**config.mk**
```make
export PLATFORM = sky130hd
export DESIGN_NAME = fifo_burst_reader
export DESIGN_NICKNAME = d
export VERILOG_FILES = /design/src/rtl/feeder_pkg.sv /design/src/rtl/feeder_skid_buf.sv /design/src/rtl/fifo_burst_reader.sv
export SDC_FILE = /design/constraint.sdc
export NUM_CORES = 1
export LEC_CHECK = 0
export CAP_MARGIN = 20
export CORE_MARGIN = 2
export CORE_UTILIZATION = 53
export DETAILED_ROUTE_END_ITERATION = 10
export PLACE_DENSITY = 0.9
export SYNTH_ARGS = -nofsm -noshare
export SYNTH_HDL_FRONTEND = slang
export SYNTH_SLANG_ARGS = --single-unit
```
**constraint.sdc**
```tcl
create_clock -name clk -period 3.5 [get_ports clk]
set_input_delay 0.7 -clock clk [delete_from_list [all_inputs] [get_ports clk]]
set_output_delay 0.7 -clock clk [all_outputs]
set_load 0.005 [all_outputs]
```
**src/rtl/feeder_pkg.sv**
```systemverilog
// feeder_pkg: FSM state type and default parameters shared by fifo_burst_reader and its buffer.
package feeder_pkg;
  localparam int RSA_DW_DEF    = 8;
  localparam int BURST_MAX_DEF = 8;
  localparam int LEN_W_DEF     = 4;
  localparam int TIMEOUT_DEF   = 16;
  typedef enum logic [1:0] {
    S_IDLE  = 2'd0,
    S_RUN   = 2'd1,
    S_DRAIN = 2'd2
  } state_t;
endpackage

```
**src/rtl/feeder_skid_buf.sv**
```systemverilog
// feeder_skid_buf: 2-entry in-order buffer between the FIFO read port and the output stream.
module feeder_skid_buf
  import feeder_pkg::*;
#(
  parameter int DW = RSA_DW_DEF
) (
  input  logic          clk,
  input  logic          sys_rst_n,
  input  logic          push,
  input  logic          pop,
  input  logic [DW-1:0] din,
  output logic [1:0]    occ,
  output logic [DW-1:0] head
);
  logic [DW-1:0] r_mem [2];
  logic          r_wr_ptr, r_rd_ptr;
  logic [1:0]    r_occ;

  always_ff @(posedge clk or negedge sys_rst_n) begin
    if (!sys_rst_n) begin
      r_mem[0] <= '0;
      r_mem[1] <= '0;
      r_wr_ptr <= 1'b0;
      r_rd_ptr <= 1'b0;
      r_occ    <= 2'd0;
    end else begin
      if (push) begin
        r_mem[r_wr_ptr] <= din;
        r_wr_ptr        <= ~r_wr_ptr;
      end
      if (pop) r_rd_ptr <= ~r_rd_ptr;
      r_occ <= r_occ + {1'b0, push} - {1'b0, pop};
    end
  end

  assign occ  = r_occ;
  assign head = r_mem[r_rd_ptr];
endmodule

```
**src/rtl/fifo_burst_reader.sv**
```systemverilog
// fifo_burst_reader: reads a bounded burst from a sync FIFO and streams it out with last/done.
// Define FEEDER_TIMEOUT_EN to abort a burst after TIMEOUT consecutive empty-FIFO stall cycles.
module fifo_burst_reader
  import feeder_pkg::*;
#(
  parameter int RSA_DW    = RSA_DW_DEF,
  parameter int BURST_MAX = BURST_MAX_DEF,
  parameter int LEN_W     = LEN_W_DEF,
  parameter int TIMEOUT   = TIMEOUT_DEF
) (
  input  logic              clk,
  input  logic              sys_rst_n,
  input  logic              start,
  input  logic [LEN_W-1:0]  burst_len,
  output logic              busy,
  output logic              done,
  output logic              err,
  input  logic              fifo_empty,
  output logic              fifo_rd_en,
  input  logic [RSA_DW-1:0] fifo_data,
  output logic              out_valid,
  input  logic              out_ready,
  output logic [RSA_DW-1:0] out_data,
  output logic              out_last
);
  localparam logic [LEN_W:0] L_MAX = (LEN_W+1)'(BURST_MAX);

  if (TIMEOUT < 1 || (2 ** LEN_W) <= BURST_MAX) begin : g_cfg_check
    $error("fifo_burst_reader: requires TIMEOUT >= 1 and 2**LEN_W > BURST_MAX");
  end

  state_t         r_state, w_state_nxt;
  logic [LEN_W:0] r_len, r_req_cnt, r_out_cnt, w_len_in;
  logic           r_inflight, r_zero_done;
  logic           w_pop, w_fin, w_to, w_abort;
  logic [1:0]     w_occ;

  assign w_len_in  = ({1'b0, burst_len} > L_MAX) ? L_MAX : {1'b0, burst_len};
  assign out_valid = w_occ != 2'd0;
  assign w_pop     = out_valid && out_ready;
  assign w_fin     = w_abort ? (w_occ == 2'd0 && !r_inflight) : (w_pop && out_last);

  feeder_skid_buf #(.DW(RSA_DW)) u_buf (
    .clk      (clk),
    .sys_rst_n(sys_rst_n),
    .push     (r_inflight),
    .pop      (w_pop),
    .din      (fifo_data),
    .occ      (w_occ),
    .head     (out_data)
  );

`ifdef FEEDER_TIMEOUT_EN
  localparam int STALL_W = $clog2(TIMEOUT + 1);
  logic [STALL_W-1:0] r_stall;
  logic               r_abort;
  assign w_to    = r_state == S_RUN && r_stall == STALL_W'(TIMEOUT);
  assign w_abort = r_abort;
  always_ff @(posedge clk or negedge sys_rst_n) begin
    if (!sys_rst_n) begin
      r_stall <= '0;
      r_abort <= 1'b0;
    end else begin
      r_stall <= (r_state == S_RUN && r_req_cnt < r_len && fifo_empty && !w_to) ? r_stall + 1'b1 : '0;
      r_abort <= (r_state == S_IDLE) ? 1'b0 : (r_abort | w_to);
    end
  end
`else
  assign w_to    = 1'b0;
  assign w_abort = 1'b0;
`endif

  always_ff @(posedge clk or negedge sys_rst_n) begin
    if (!sys_rst_n) r_state <= S_IDLE;
    else            r_state <= w_state_nxt;
  end

  always_comb begin
    w_state_nxt = r_state;
    case (r_state)
      S_IDLE:  if (start && w_len_in != '0) w_state_nxt = S_RUN;
      S_RUN:   if (r_req_cnt == r_len || w_to) w_state_nxt = S_DRAIN;
      S_DRAIN: if (w_fin) w_state_nxt = S_IDLE;
      default: w_state_nxt = S_IDLE;
    endcase
  end

  // The occupancy term keeps buffered plus in-flight words within the 2-entry buffer.
  always_comb begin
    busy       = r_state != S_IDLE;
    fifo_rd_en = r_state == S_RUN && !w_to && !fifo_empty && r_req_cnt < r_len &&
                 ({1'b0, w_occ} + {2'b0, r_inflight} - {2'b0, w_pop}) < 3'd2;
    out_last   = out_valid && !w_abort && r_out_cnt == r_len - 1'b1;
    done       = r_zero_done || (r_state == S_DRAIN && w_fin);
    err        = r_state == S_DRAIN && w_fin && w_abort;
  end

  always_ff @(posedge clk or negedge sys_rst_n) begin
    if (!sys_rst_n) begin
      r_len       <= '0;
      r_req_cnt   <= '0;
      r_out_cnt   <= '0;
      r_inflight  <= 1'b0;
      r_zero_done <= 1'b0;
    end else begin
      r_inflight  <= fifo_rd_en;
      r_zero_done <= r_state == S_IDLE && start && w_len_in == '0;
      if (r_state == S_IDLE && start) begin
        r_len     <= w_len_in;
        r_req_cnt <= '0;
        r_out_cnt <= '0;
      end else begin
        if (fifo_rd_en) r_req_cnt <= r_req_cnt + 1'b1;
        if (w_pop)      r_out_cnt <= r_out_cnt + 1'b1;
      end
    end
  end
endmodule

```
## Word level (Yosys, flattened, before mapping)

Cells that the tools add are included.

- Word-level logic and storage cells: 71
- Flip-flop bits (word level): 39
- Output and inout bits: 14
- Input bits: 17

- Reduce and logical (&&, ||, !) cells: 21
- Muxes and demuxes: 15
- Equality and inequality tests: 7
- Bitwise operators: 4
- Add/subtract/negate cells: 7
- Magnitude comparators: 6

Operators with widths:

| operator | count |
|---|---|
| $mux 8 | 4 |
| $mux 5 | 4 |
| $bwmux 16 | 1 |
| $logic_and 1x1->1 | 11 |
| $add 5x1->5 const B | 2 |
| $eq 5x5->1 | 2 |
| $demux 8 s1 | 1 |
| $reduce_bool 2->1 | 4 |
| $mux 2 | 3 |
| $ne 2x2->1 const B | 3 |
| $pmux 2 s3 | 1 |
| $logic_not 5->1 | 1 |
| $lt 5x5->1 | 1 |
| $reduce_bool 5->1 | 1 |
| $sub 5x1->5 const B | 1 |
| $ge 2x2->1 const B | 2 |
| $gt 4x4->1 const B | 1 |
| $mux 4 | 1 |
| $not 1->2 | 2 |
| $add 2x1->3 | 1 |
| $lt 3x2->1 const B | 1 |
| $reduce_and 3->1 | 1 |
| $sub 3x1->3 | 1 |
| $add 2x1->2 | 1 |
| 8 further kinds | 9 |

## Longest topological paths before layout

Gate-level depths: netlist of run 1.

- Depth after elaboration: 7
- Depth in mapped cells: 13
- Mapped depth without buffers: 11

## By module

Synthesis of run 1 repeated with hierarchy kept, for this count alone.

- Cells, all modules: 171
- Area total of the unflattened synthesis: 2,011.9 sq um

By module, submodules not included:

| module | sequential area each (sq um) | times used | area an instance (sq um) | cells each |
|---|---|---|---|---|
| fifo_burst_reader | 450.4 | 1 | 1,112.3 | 115 |
| feeder_skid_buf | 500.5 | 1 | 899.6 | 56 |

## Worst setup path after synthesis of run 1

Ideal clock, no wire load.

- Path type: register -> output
- From: register u_buf.r_occ[1], in the netlist u_buf.occ[1]
- To: output port fifo_rd_en
- Data arrival time: 2,550 ps
- Required time: 2,800 ps
- Cell stages (with the launch flop): 12
- Slack: 250 ps
- Path through: dfrtp_1 or2_2 and2_1 buf_2 ha_1 inv_1 ha_1 fa_1 xnor2_1 a2111oi_2 and3_1 buf_6

- Longest elaborated chain between the ends: 5
- Elaborated cells on any way between the ends: 6

Ends and longest elaborated chain:

| element | RTL line | RTL |
|---|---|---|
| from (decl) | feeder_skid_buf.sv:17 | `logic [1:0] r_occ;` |
| from (signal assigned) | feeder_skid_buf.sv:32 | `r_occ <= r_occ + {1'b0, push} - {1'b0, pop};` |
| $reduce_bool 2->1 | fifo_burst_reader.sv:39 | `assign out_valid = w_occ != 2'd0;` |
| net out_valid | fifo_burst_reader.sv:21 | `output logic out_valid,` |
| $logic_and 1x1->1 | fifo_burst_reader.sv:40 | `assign w_pop = out_valid && out_ready;` |
| net u_buf.pop | feeder_skid_buf.sv:10 | `input logic pop,` |
| $sub 3x1->3 | fifo_burst_reader.sv:92 | `({1'b0, w_occ} + {2'b0, r_inflight} - {2'b0, w_pop}) < 3'd2;` |
| $lt 3x2->1 | fifo_burst_reader.sv:92 |  |
| $logic_and 1x1->1 | fifo_burst_reader.sv:91 | `fifo_rd_en = r_state == S_RUN && !w_to && !fifo_empty && r_req_cnt < r_len &&` |
| to (decl) | fifo_burst_reader.sv:19 | `output logic fifo_rd_en,` |

The timed path passes the listed nets, and every way through them passes these cells.

## Worst setup path in the final report of run 1

- From: input port out_ready
- To: output port fifo_rd_en

- Longest elaborated chain between the ends: 4

Ends and longest elaborated chain:

| element | RTL line | RTL |
|---|---|---|
| from (decl) | fifo_burst_reader.sv:22 | `input logic out_ready,` |
| $logic_and 1x1->1 | fifo_burst_reader.sv:40 |  |
| $sub 3x1->3 | fifo_burst_reader.sv:92 |  |
| $lt 3x2->1 | fifo_burst_reader.sv:92 |  |
| $logic_and 1x1->1 | fifo_burst_reader.sv:91 |  |

No other way between the ends.

==> flow_metrics.env, run 1 <==
export IMPL_rows=21
export IMPL_p_int_mw=1.24
export IMPL_rsz0062_at_grt="yes"
export IMPL_startpoint_type="input port"
export IMPL_die_w_um=64.5
export IMPL_drtPass1Iterations=6
export IMPL_seqPwrFrac_pct=39.6
export IMPL_slew_violations=0
export IMPL_worstMarginPinSlew_ns=0.771
export IMPL_finalSetupTns_ns=0
export IMPL_clock_fmax_ghz=0.292
export IMPL_dpl_hpwl_um=2960
export IMPL_drive_above_1_share_pct=22.9
export IMPL_placed_cell_area_um2=2290
export IMPL_cts_tree="yes"
export IMPL_hold_viol=0
export IMPL_clk_latency_ns=0.34
export IMPL_synthCells=166
export IMPL_clock_power_share_pct=12.4
export IMPL_ys_seq_elements=38
export IMPL_yosys_warnings=0
export IMPL_io_pins=31
export IMPL_synthTopCellsByCount="dfrtp_1 (38), mux2_2 (24), nor2_1 (12), inv_1 (11), ha_1 (9)"
export IMPL_synth_flop_cell="dfrtp_1"
export IMPL_clkTransAtPathRegs_ns=0.11
export IMPL_holdBufCountCts=0
export IMPL_outcome="completed"
export IMPL_ant_nets=0
export IMPL_grt_pass1_wl_um=6740
export IMPL_via_count=1340
export IMPL_irDropWorstVdd_v=0.000456
export IMPL_yosysTopAreaCell="dfrtp_1"
export IMPL_grt_pass1_vias=1505
export IMPL_synthTopCellsByArea="dfrtp_1 (49%), mux2_2 (14%), ha_1 (5.8%)"
export IMPL_cts_buffer_depth=2
export IMPL_crit_start="out_ready"
export IMPL_critPathCaptureType="output port"
export IMPL_antenna_found_initial=0
export IMPL_crit_fanout=2
export IMPL_route_met3_wl_um=127
export IMPL_met1_length_um=1580
export IMPL_numCtsBuffers=5
export IMPL_portBuffers=29
export IMPL_areaGrowthSynthToFinish_pct=21.9
export IMPL_period_share_pct=97.7
export IMPL_drt_iter0_drc=29
export IMPL_final_util_pct=69.3
export IMPL_worstReg2RegStart="u_buf.occ[0]$_DFF_PN0_"
export IMPL_setup_viol=0
export IMPL_synth_most_common_cell="dfrtp_1"
export IMPL_die_y_um=64.5
export IMPL_clock_sinks=38
export IMPL_ys_seq_area_share_pct=49.0
export IMPL_syn_area_per_cell_um2=11.7
export IMPL_slew_headroom_pct=48.5
export IMPL_wl_um=3920
export IMPL_synth_edf_count=0
export IMPL_finalInstanceArea_um2=2370
export IMPL_fillers=249
export IMPL_syn_nets=193
export IMPL_die_area_um2=4160
export IMPL_min_period_ns=3.42
export IMPL_hp_start="u_buf.r_wr_ptr$_DFFE_PN0P_"
export IMPL_track_usage_pct=21.5
export IMPL_max_cap_viol_count=0
export IMPL_start_util_pct=56.8
export IMPL_comb_power_share_pct=48.0
export IMPL_fin_skew_ns=0.00756
export IMPL_p_switching_mw=0.677
export IMPL_synth_distinct_cells=36
export IMPL_syn_area_um2=1940
export IMPL_grt_max_degree=39
export IMPL_vias_per_cell=5.43
export IMPL_fin_nets=227
export IMPL_gp_congestion=0.906
export IMPL_post_synth_top_area_fraction_pct=49.0
export IMPL_drc=0
export IMPL_routedWlPerCell_um=15.9
export IMPL_worstPathArrival_ns=2.72
export IMPL_top_layer_used="met4"
export IMPL_synthArstFlopShare_pct=100
export IMPL_powerDensity_nw_per_um2=812
export IMPL_critPathKind="input port to output port"
export IMPL_crit_required_ns=2.80
export IMPL_multi_input_area_um2=931
export IMPL_cts_root_buf="clkbuf_4"
export IMPL_h_tree_depth=2
export IMPL_post_cts_buffers=0
export IMPL_routed_wl_met2_um=2140
export IMPL_coreArea_um2=3420
export IMPL_seqCellArea_um2=951
export IMPL_p_leak_nw=1.09
export IMPL_min_path_type="register to register"
export IMPL_antennaDiodeCount=0
export IMPL_grt_ovfl_total=0
export IMPL_switching_share_pct=35.2
worst max-delay path, cell delays in order:
cell and delay (ns):
clkdlybuf4s50_1 0.39, and2_4 0.15, ha_4 0.26, inv_1 0.04, ha_2 0.17, fa_2 0.33, xnor2_1 0.14, a2111oi_2 0.20
and3_1 0.22, buf_2 0.12
final timing paths:
kind                                               to  cells past startpoint  slack, ns
hold reg to reg            u_buf.r_wr_ptr$_DFFE_PN0P_                      1       0.50
hold / removal             u_buf.r_wr_ptr$_DFFE_PN0P_                      1       0.50
min in group asynchronous        r_len[2]$_DFFE_PN0P_                      2       0.76
setup reg to reg             r_req_cnt[1]$_DFFE_PN0P_                     12       0.71
setup / recovery                           fifo_rd_en                     10       0.08
max in group asynchronous    r_req_cnt[3]$_DFFE_PN0P_                      2       2.40
registers in the layout (all words and copies together) (netlist names):
signal	flops
r_len	4
r_state	2
r_zero_done	1
r_inflight	1
r_req_cnt	5
r_out_cnt	5
u_buf.r_mem	16
u_buf.r_rd_ptr	1
u_buf.occ	2
u_buf.r_wr_ptr	1
layout by cell type (no fill, tap or decap), types with 2 or more instances in the layout:
master and count:
a31oi_1 2, and3_1 2, and3b_1 2, buf_4 5, clkbuf_4 5, clkdlybuf4s50_1 28, dfrtp_1 38, ha_1 7
inv_1 11, mux2_2 24, mux2i_1 4, nand2_1 7, nand3b_1 3, nand4_1 4, nor2_1 12, nor2b_1 4
nor3_1 2, o21ai_0 6, or4_1 2, xnor2_1 7, xor2_1 5
per-layer routing:
metal,global-route usage [%],vias up
met5,0,-
met4,9.04,0
met3,5.21,8
met2,38.3,24
met1,24.7,663
li1,-,645
power groups by stage:
stage / clock network (mW) / logic (mW) / registers, mW
final: 0.239 / 0.922 / 0.761
after global routing: 0.262 / 1.03 / 0.785
after CTS: 0.244 / 0.937 / 0.760
after detailed placement: 0 / 0.909 / 0.768
after global placement: 0 / 0.858 / 0.748
after floorplan: 0 / 0.594 / 0.710
kinds of logic (layout without fill, tap and decap cells):
kind of cell | after synthesis | count (layout) | share of synthesized area [%]
xor gates and xnor gates | 12 | 12 | 5.41
buffers and inverters | 18 | 53 | 4.12
other | 1 | 1 | 0.193
adders and majority gates | 10 | 10 | 6.83
DFF | 38 | 38 | 49.0
AOI/OAI and AO/OA | 13 | 13 | 4.77
muxes | 28 | 28 | 16.0
and+or+nand+nor | 46 | 46 | 13.7
area by class of cell:
cell class                 count  area share, %
sequential                    38           40.2
multi-input combinational    110           39.3
inverter                      11           1.74
tap                           46           2.43
clock buffer                   6           2.17
timing repair buffer          34           13.6
clock inverter                 2          0.529
stage by stage:
stage	hold WS [ns]	instances	power [mW]	worst slack (ns)
finish	0.501	247	1.92	0.0805
global route	0.539	247	2.08	-0.0461
CTS	0.497	247	1.94	0.0216
detailed placement	0.479	239	1.68	-0.542
global placement	0.476	239	1.61	-0.398
floorplan	0.404	166	1.30	0.250
what timing repair did:
| item | CTS | global route |
|---|---|---|
| resized for setup | 7 | 1 |
| pin swaps | 3 | 1 |
| setup endpoints to repair | 1 | 1 |
No activity file was read; power rests on OpenSTA's default activity.
==> run 2, diff against run 1 <==
Settings changed: REMOVE_ABC_BUFFERS set to 1.
==> run 2 against run 1 <==
Clock-buffer cell count fell by 1. Clock skew rose by 0.0030 ns. Via count rose by 1.6%. Final cell count rose by 1.2%. Die area did not move. Setup slack improved by 0.0012 ns. Final area rose by 2.7%. Clock power rose by 28%.
==> flow_metrics.env, run 2 (synthesized netlist as in run 1, its figures left out) <==
export IMPL_coreArea_um2=3420
export IMPL_portBuffers=29
export IMPL_placed_cell_area_um2=2290
export IMPL_antennaDiodeCount=0
export IMPL_whs_ns=0.502
export IMPL_gp_congestion=0.789
export IMPL_vias_per_cell=5.45
export IMPL_h_tree_depth=2
export IMPL_antenna_found_initial=0
export IMPL_clock_power_share_pct=15.0
export IMPL_worstMarginPinSlew_ns=0.807
export IMPL_startpoint_type="register"
export IMPL_crit_fanout=2
export IMPL_p_int_mw=1.33
export IMPL_drive_above_1_share_pct=25.0
export IMPL_comb_power_share_pct=47.5
export IMPL_grt_ovfl_total=0
export IMPL_setup_viol=0
export IMPL_layout_commonest_cell="dfrtp_1"
export IMPL_wl_um=4020
export IMPL_worstPathArrival_ns=2.72
export IMPL_via_count=1362
export IMPL_numCtsBuffers=5
export IMPL_timing_final_ws_setup_ns=0.0817
export IMPL_min_path_type="register to register"
export IMPL_clkTransAtPathRegs_ns=0.12
export IMPL_pre_cts_slack_ns=-0.463
export IMPL_rsz0062_at_grt="yes"
export IMPL_areaGrowthSynthToFinish_pct=25.2
export IMPL_crit_required_ns=2.80
export IMPL_outcome="completed"
export IMPL_switching_share_pct=34.8
export IMPL_critPathKind="register to output port"
export IMPL_clock_fmax_ghz=0.293
export IMPL_drc=0
export IMPL_die_y_um=64.5
export IMPL_ant_nets=0
export IMPL_p_leak_nw=1.12
export IMPL_routedWlPerCell_um=16.1
export IMPL_finalSetupTns_ns=0
export IMPL_drt_iter0_drc=46
export IMPL_dpl_hpwl_um=2960
export IMPL_clk_latency_ns=0.36
export IMPL_seqPwrFrac_pct=37.5
export IMPL_largest_reg_flops=16
export IMPL_drtPass1Iterations=4
export IMPL_grt_max_degree=39
export IMPL_min_period_ns=3.42
export IMPL_hold_viol=0
export IMPL_largest_registers="u_buf.r_mem (16), r_out_cnt (5), r_req_cnt (5)"
export IMPL_finalPower_mw=2.04
export IMPL_cts_buffer_depth=2
export IMPL_die_area_um2=4160
export IMPL_max_cap_viol_count=0
export IMPL_start_util_pct=56.8
export IMPL_cts_root_buf="clkbuf_4"
export IMPL_rows=21
export IMPL_grt_pass1_wl_um=6950
export IMPL_io_pins=31
export IMPL_slew_violations=0
export IMPL_period_share_pct=97.7
export IMPL_fin_skew_ns=0.0106
export IMPL_fin_nets=230
export IMPL_largest_register="u_buf.r_mem"
export IMPL_grt_pass1_vias=1469
export IMPL_powerDensity_nw_per_um2=840
export IMPL_irDropWorstVdd_v=0.000559
export IMPL_layout_common_cells="dfrtp_1 (38), clkdlybuf4s50_1 (27), mux2_2 (24), nor2_1 (12), inv_1 (10)"
export IMPL_die_w_um=64.5
export IMPL_cts_tree="yes"
export IMPL_p_switching_mw=0.711
export IMPL_slew_headroom_pct=46.1
export IMPL_clock_sinks=38
export IMPL_critPathCaptureType="output port"
export IMPL_finalInstanceArea_um2=2430
export IMPL_track_usage_pct=22.0
==> run 2: metal layers <==
layer	vias up	wire length [µm]	GRT usage [%]
met1	672	1610	26.2
met3	9	161	3.30
li1	648	-	-
met5	-	0	0
met2	33	2170	39.3
met4	0	83	9.84
==> run 2: cell type report <==
type / count / area [µm²]
Fill cell: 229 / 985
Sequential cell: 38 / 951
Multi-Input combinational cell: 110 / 951
Timing Repair Buffer: 37 / 348
Tap cell: 46 / 57.6
Clock inverter: 3 / 45.0
Inverter: 11 / 41.3
Clock buffer: 5 / 37.5
==> run 2: critical path: stages (launching register included) <==
cell and delay, ns:
dfrtp_1 0.41, or2_4 0.24, and2_4 0.15, ha_4 0.25
inv_2 0.03, ha_4 0.14, fa_2 0.34, xnor2_2 0.14
a2111oi_2 0.30, and3_1 0.22, buf_2 0.12
==> run 2: timing repair <==
item,CTS,global route
resized for setup,8,5
pin swaps,4,7
setup buffers,1,2
setup endpoints to repair,1,1
hold buffers,0,0
==> run 2: power by group through the flow <==
stage               Combinational, mW  Sequential [mW]  Clock, mW
detailed placement              0.904            0.767          0
CTS                             0.931            0.758      0.313
finish                          0.970            0.765      0.307
global placement                0.851            0.746          0
floorplan                       0.563            0.724          0
global route                     1.07            0.788      0.332
==> run 2: stage by stage <==
| step | instances | utilization (%) |
|---|---|---|
| floorplan | 159 | - |
| global placement | 239 | 67.0 |
| detailed placement | 239 | 67.0 |
| CTS | 248 | 69.9 |
| global route | 250 | 71.2 |
| finish | 250 | 71.2 |
==> run 2: worst paths after layout <==
kind / from / endpoint / cells after the start / slack (ns)
min in group asynchronous: sys_rst_n / r_req_cnt[0]$_DFFE_PN0P_ / 2 / 0.75
max in group asynchronous: sys_rst_n / u_buf.r_mem[8]$_DFFE_PN0P_ / 2 / 2.42
worst max-delay path: u_buf.occ[0]$_DFF_PN0_ / fifo_rd_en / 10 / 0.08
worst max register to register: u_buf.occ[0]$_DFF_PN0_ / r_req_cnt[1]$_DFFE_PN0P_ / 13 / 0.65
worst min-delay path: u_buf.r_wr_ptr$_DFFE_PN0P_ / u_buf.r_wr_ptr$_DFFE_PN0P_ / 1 / 0.50
worst min register to register: u_buf.r_wr_ptr$_DFFE_PN0P_ / u_buf.r_wr_ptr$_DFFE_PN0P_ / 1 / 0.50
==> run 3, diff against run 2 <==
--- a/config.mk
+++ b/config.mk
@@ -7,2 +7,3 @@
 export LEC_CHECK = 0
+export ABC_CLOCK_PERIOD_IN_PS = 3500
 export CAP_MARGIN = 20
==> constraint.sdc (replaced) <==
create_clock -name clk -period 3.5 [get_ports clk]
set_input_delay 0.875 -clock clk [delete_from_list [all_inputs] [get_ports clk]]
set_output_delay 0.875 -clock clk [all_outputs]
set_load 0.005 [all_outputs]
==> run 3 against run 2 <==
The run now ends with setup timing left. Sequential cell count is the same. Clock skew shrank 0.0040 ns. Critical path depth is the same. Largest cell class is now multi-input gates. Non-clock buffer count shrank 1. Global-route usage grew 0.54 points. Critical path type unchanged. Clock-buffer cell count is the same. Combinational power grew 2.3%. Via count grew 4.3%.
==> flow_metrics.env, run 3 (synthesized netlist as in run 1, its figures left out) <==
export IMPL_critPathCaptureType="output port"
export IMPL_clock_power_share_pct=15.0
export IMPL_dpl_hpwl_um=2940
export IMPL_die_w_um=64.5
export IMPL_worstReg2RegStart="u_buf.occ[1]$_DFF_PN0_"
export IMPL_period_share_pct=101
export IMPL_irDropWorstVdd_v=0.000395
export IMPL_rows=21
export IMPL_clk_latency_ns=0.36
export IMPL_numCtsBuffers=5
export IMPL_crit_required_ns=2.62
export IMPL_cts_root_buf="clkbuf_4"
export IMPL_path_delay_family="adder cells"
export IMPL_vias_per_cell=5.71
export IMPL_cts_buffer_depth=2
export IMPL_track_usage_pct=22.6
export IMPL_wl_um=4200
export IMPL_drt_iter0_drc=43
export IMPL_clock_sinks=38
export IMPL_hp_start="u_buf.r_wr_ptr$_DFFE_PN0P_"
export IMPL_largest_registers="u_buf.r_mem (16), r_out_cnt (5), r_req_cnt (5)"
export IMPL_startpoint_type="register"
export IMPL_pre_cts_slack_ns=-0.865
export IMPL_placed_cell_area_um2=2290
export IMPL_finalInstanceArea_um2=2420
export IMPL_drive_above_1_share_pct=26.1
export IMPL_p_switching_mw=0.727
export IMPL_gp_congestion=0.789
export IMPL_via_count=1421
export IMPL_worstMarginPinSlew_ns=0.743
export IMPL_die_y_um=64.5
export IMPL_grt_pass1_wl_um=6950
export IMPL_routedWlPerCell_um=16.9
export IMPL_die_area_um2=4160
export IMPL_fin_nets=229
export IMPL_coreArea_um2=3420
export IMPL_slew_headroom_pct=50.4
export IMPL_hold_viol=0
export IMPL_p_int_mw=1.34
export IMPL_grt_ovfl_total=0
export IMPL_worstPathArrival_ns=2.67
export IMPL_clkTransAtPathRegs_ns=0.12
export IMPL_cts_tree="yes"
export IMPL_antenna_found_initial=0
export IMPL_crit_start="u_buf.occ[1]$_DFF_PN0_"
export IMPL_crit_slowest_cell="dfrtp_1"
export IMPL_critPathBufInv=2
export IMPL_start_util_pct=56.8
export IMPL_switching_share_pct=35.2
export IMPL_layout_common_cells="dfrtp_1 (37), clkdlybuf4s50_1 (27), mux2_2 (24), nor2_1 (12), inv_1 (10)"
export IMPL_crit_fanout=2
export IMPL_outcome="complete, but fails checks"
export IMPL_grt_max_degree=39
export IMPL_comb_power_share_pct=48.1
export IMPL_cp_common_cell="ha_4"
export IMPL_whs_ns=0.497
export IMPL_critPathKind="register to output port"
export IMPL_finalPower_mw=2.06
export IMPL_max_cap_viol_count=0
export IMPL_timing_final_ws_setup_ns=-0.0448
export IMPL_rsz0062_at_grt="yes"
export IMPL_h_tree_depth=2
export IMPL_fin_skew_ns=0.00657
export IMPL_antennaDiodeCount=0
export IMPL_areaGrowthSynthToFinish_pct=24.6
export IMPL_violations="setup timing"
export IMPL_setup_viol=1
export IMPL_largest_register="u_buf.r_mem"
export IMPL_critPathMaxStageDelay_ns=0.39
export IMPL_largest_reg_flops=16
export IMPL_fillers=231
export IMPL_p_leak_nw=1.11
export IMPL_finalSetupTns_ns=-0.0448
export IMPL_seqPwrFrac_pct=36.9
export IMPL_portBuffers=29
export IMPL_slew_violations=0
export IMPL_cp_cell_sequence="or2_4 > and2_4 > ha_4 > inv_2 > ha_4 > fa_2 > xnor2_2 > a2111oi_2 > and3_1 > buf_2"
export IMPL_layout_commonest_cell="dfrtp_1"
export IMPL_min_period_ns=3.54
export IMPL_drtPass1Iterations=4
export IMPL_powerDensity_nw_per_um2=852
export IMPL_clock_fmax_ghz=0.282
export IMPL_ant_nets=0
export IMPL_grt_pass1_vias=1448
export IMPL_holdBufCountCts=0
export IMPL_min_path_type="register to register"
export IMPL_io_pins=31
export IMPL_drc=0
-- run 3: cell count changes in the layout (fill, tap and decap cells not counted) --
| cell | change |
|---|---|
| buf_4 | -1 |
| dfrtp_2 | +1 |
| ha_1 | -1 |
| dfrtp_1 | -1 |
| buf_2 | +1 |
| dlymetal6s2s_1 | -1 |
| ha_2 | +1 |
-- run 3: what timing repair did --
action / CTS / global route
setup buffers: 1 / 1
gates cloned: 0 / 0
endpoints found under the setup margin: 1 / 3
resized for setup: 15 / 2
endpoints found under the hold margin: 0 / 0
pin swaps: 7 / 3
-- run 3: worst paths after layout --
| path | cells after the start | endpoint | slack [ns] |
|---|---|---|---|
| worst max-delay path | 10 | fifo_rd_en | -0.04 |
| worst min-delay path | 1 | u_buf.r_wr_ptr$_DFFE_PN0P_ | 0.50 |
| worst max register to register | 12 | r_req_cnt[1]$_DFFE_PN0P_ | 0.76 |
| worst min register to register | 1 | u_buf.r_wr_ptr$_DFFE_PN0P_ | 0.50 |
| max in group asynchronous | 2 | r_len[0]$_DFFE_PN0P_ | 2.24 |
| min in group asynchronous | 2 | r_req_cnt[1]$_DFFE_PN0P_ | 0.92 |
-- run 3: area by class of cell --
cell class | instances | area, µm² | area share, %
repair buffers | 36 | 333 | 13.8
inverters | 11 | 41.3 | 1.71
multi-input cells | 110 | 953 | 39.4
well taps | 46 | 57.6 | 2.38
flip-flops and latches | 38 | 952 | 39.3
clock inverters | 3 | 45.0 | 1.86
clock buffers | 5 | 37.5 | 1.55
-- run 3: metal layers --
| metal | global-route usage, % | vias up | share of wire, % |
|---|---|---|---|
| met3 | 6.08 | 21 | 4.5 |
| met4 | 13.0 | 0 | 4.6 |
| met2 | 38.8 | 48 | 52 |
| li1 | - | 644 | - |
| met5 | 0 | - | 0 |
| met1 | 25.1 | 708 | 39 |
-- run 3: through the flow --
step | utilization [%] | std cells
CTS | 70.5 | 248
floorplan | - | 159
detailed placement | 67.0 | 239
global route | 70.8 | 249
global placement | 67.0 | 239
finish | 70.8 | 249
-- run 3: power by group through the flow --
| stage | Clock, mW | Sequential, mW | Combinational [mW] |
|---|---|---|---|
| floorplan | 0 | 0.724 | 0.563 |
| finish | 0.309 | 0.762 | 0.992 |
| detailed placement | 0 | 0.766 | 0.903 |
| global placement | 0 | 0.746 | 0.851 |
| global route | 0.336 | 0.783 | 1.08 |
| CTS | 0.310 | 0.759 | 0.963 |
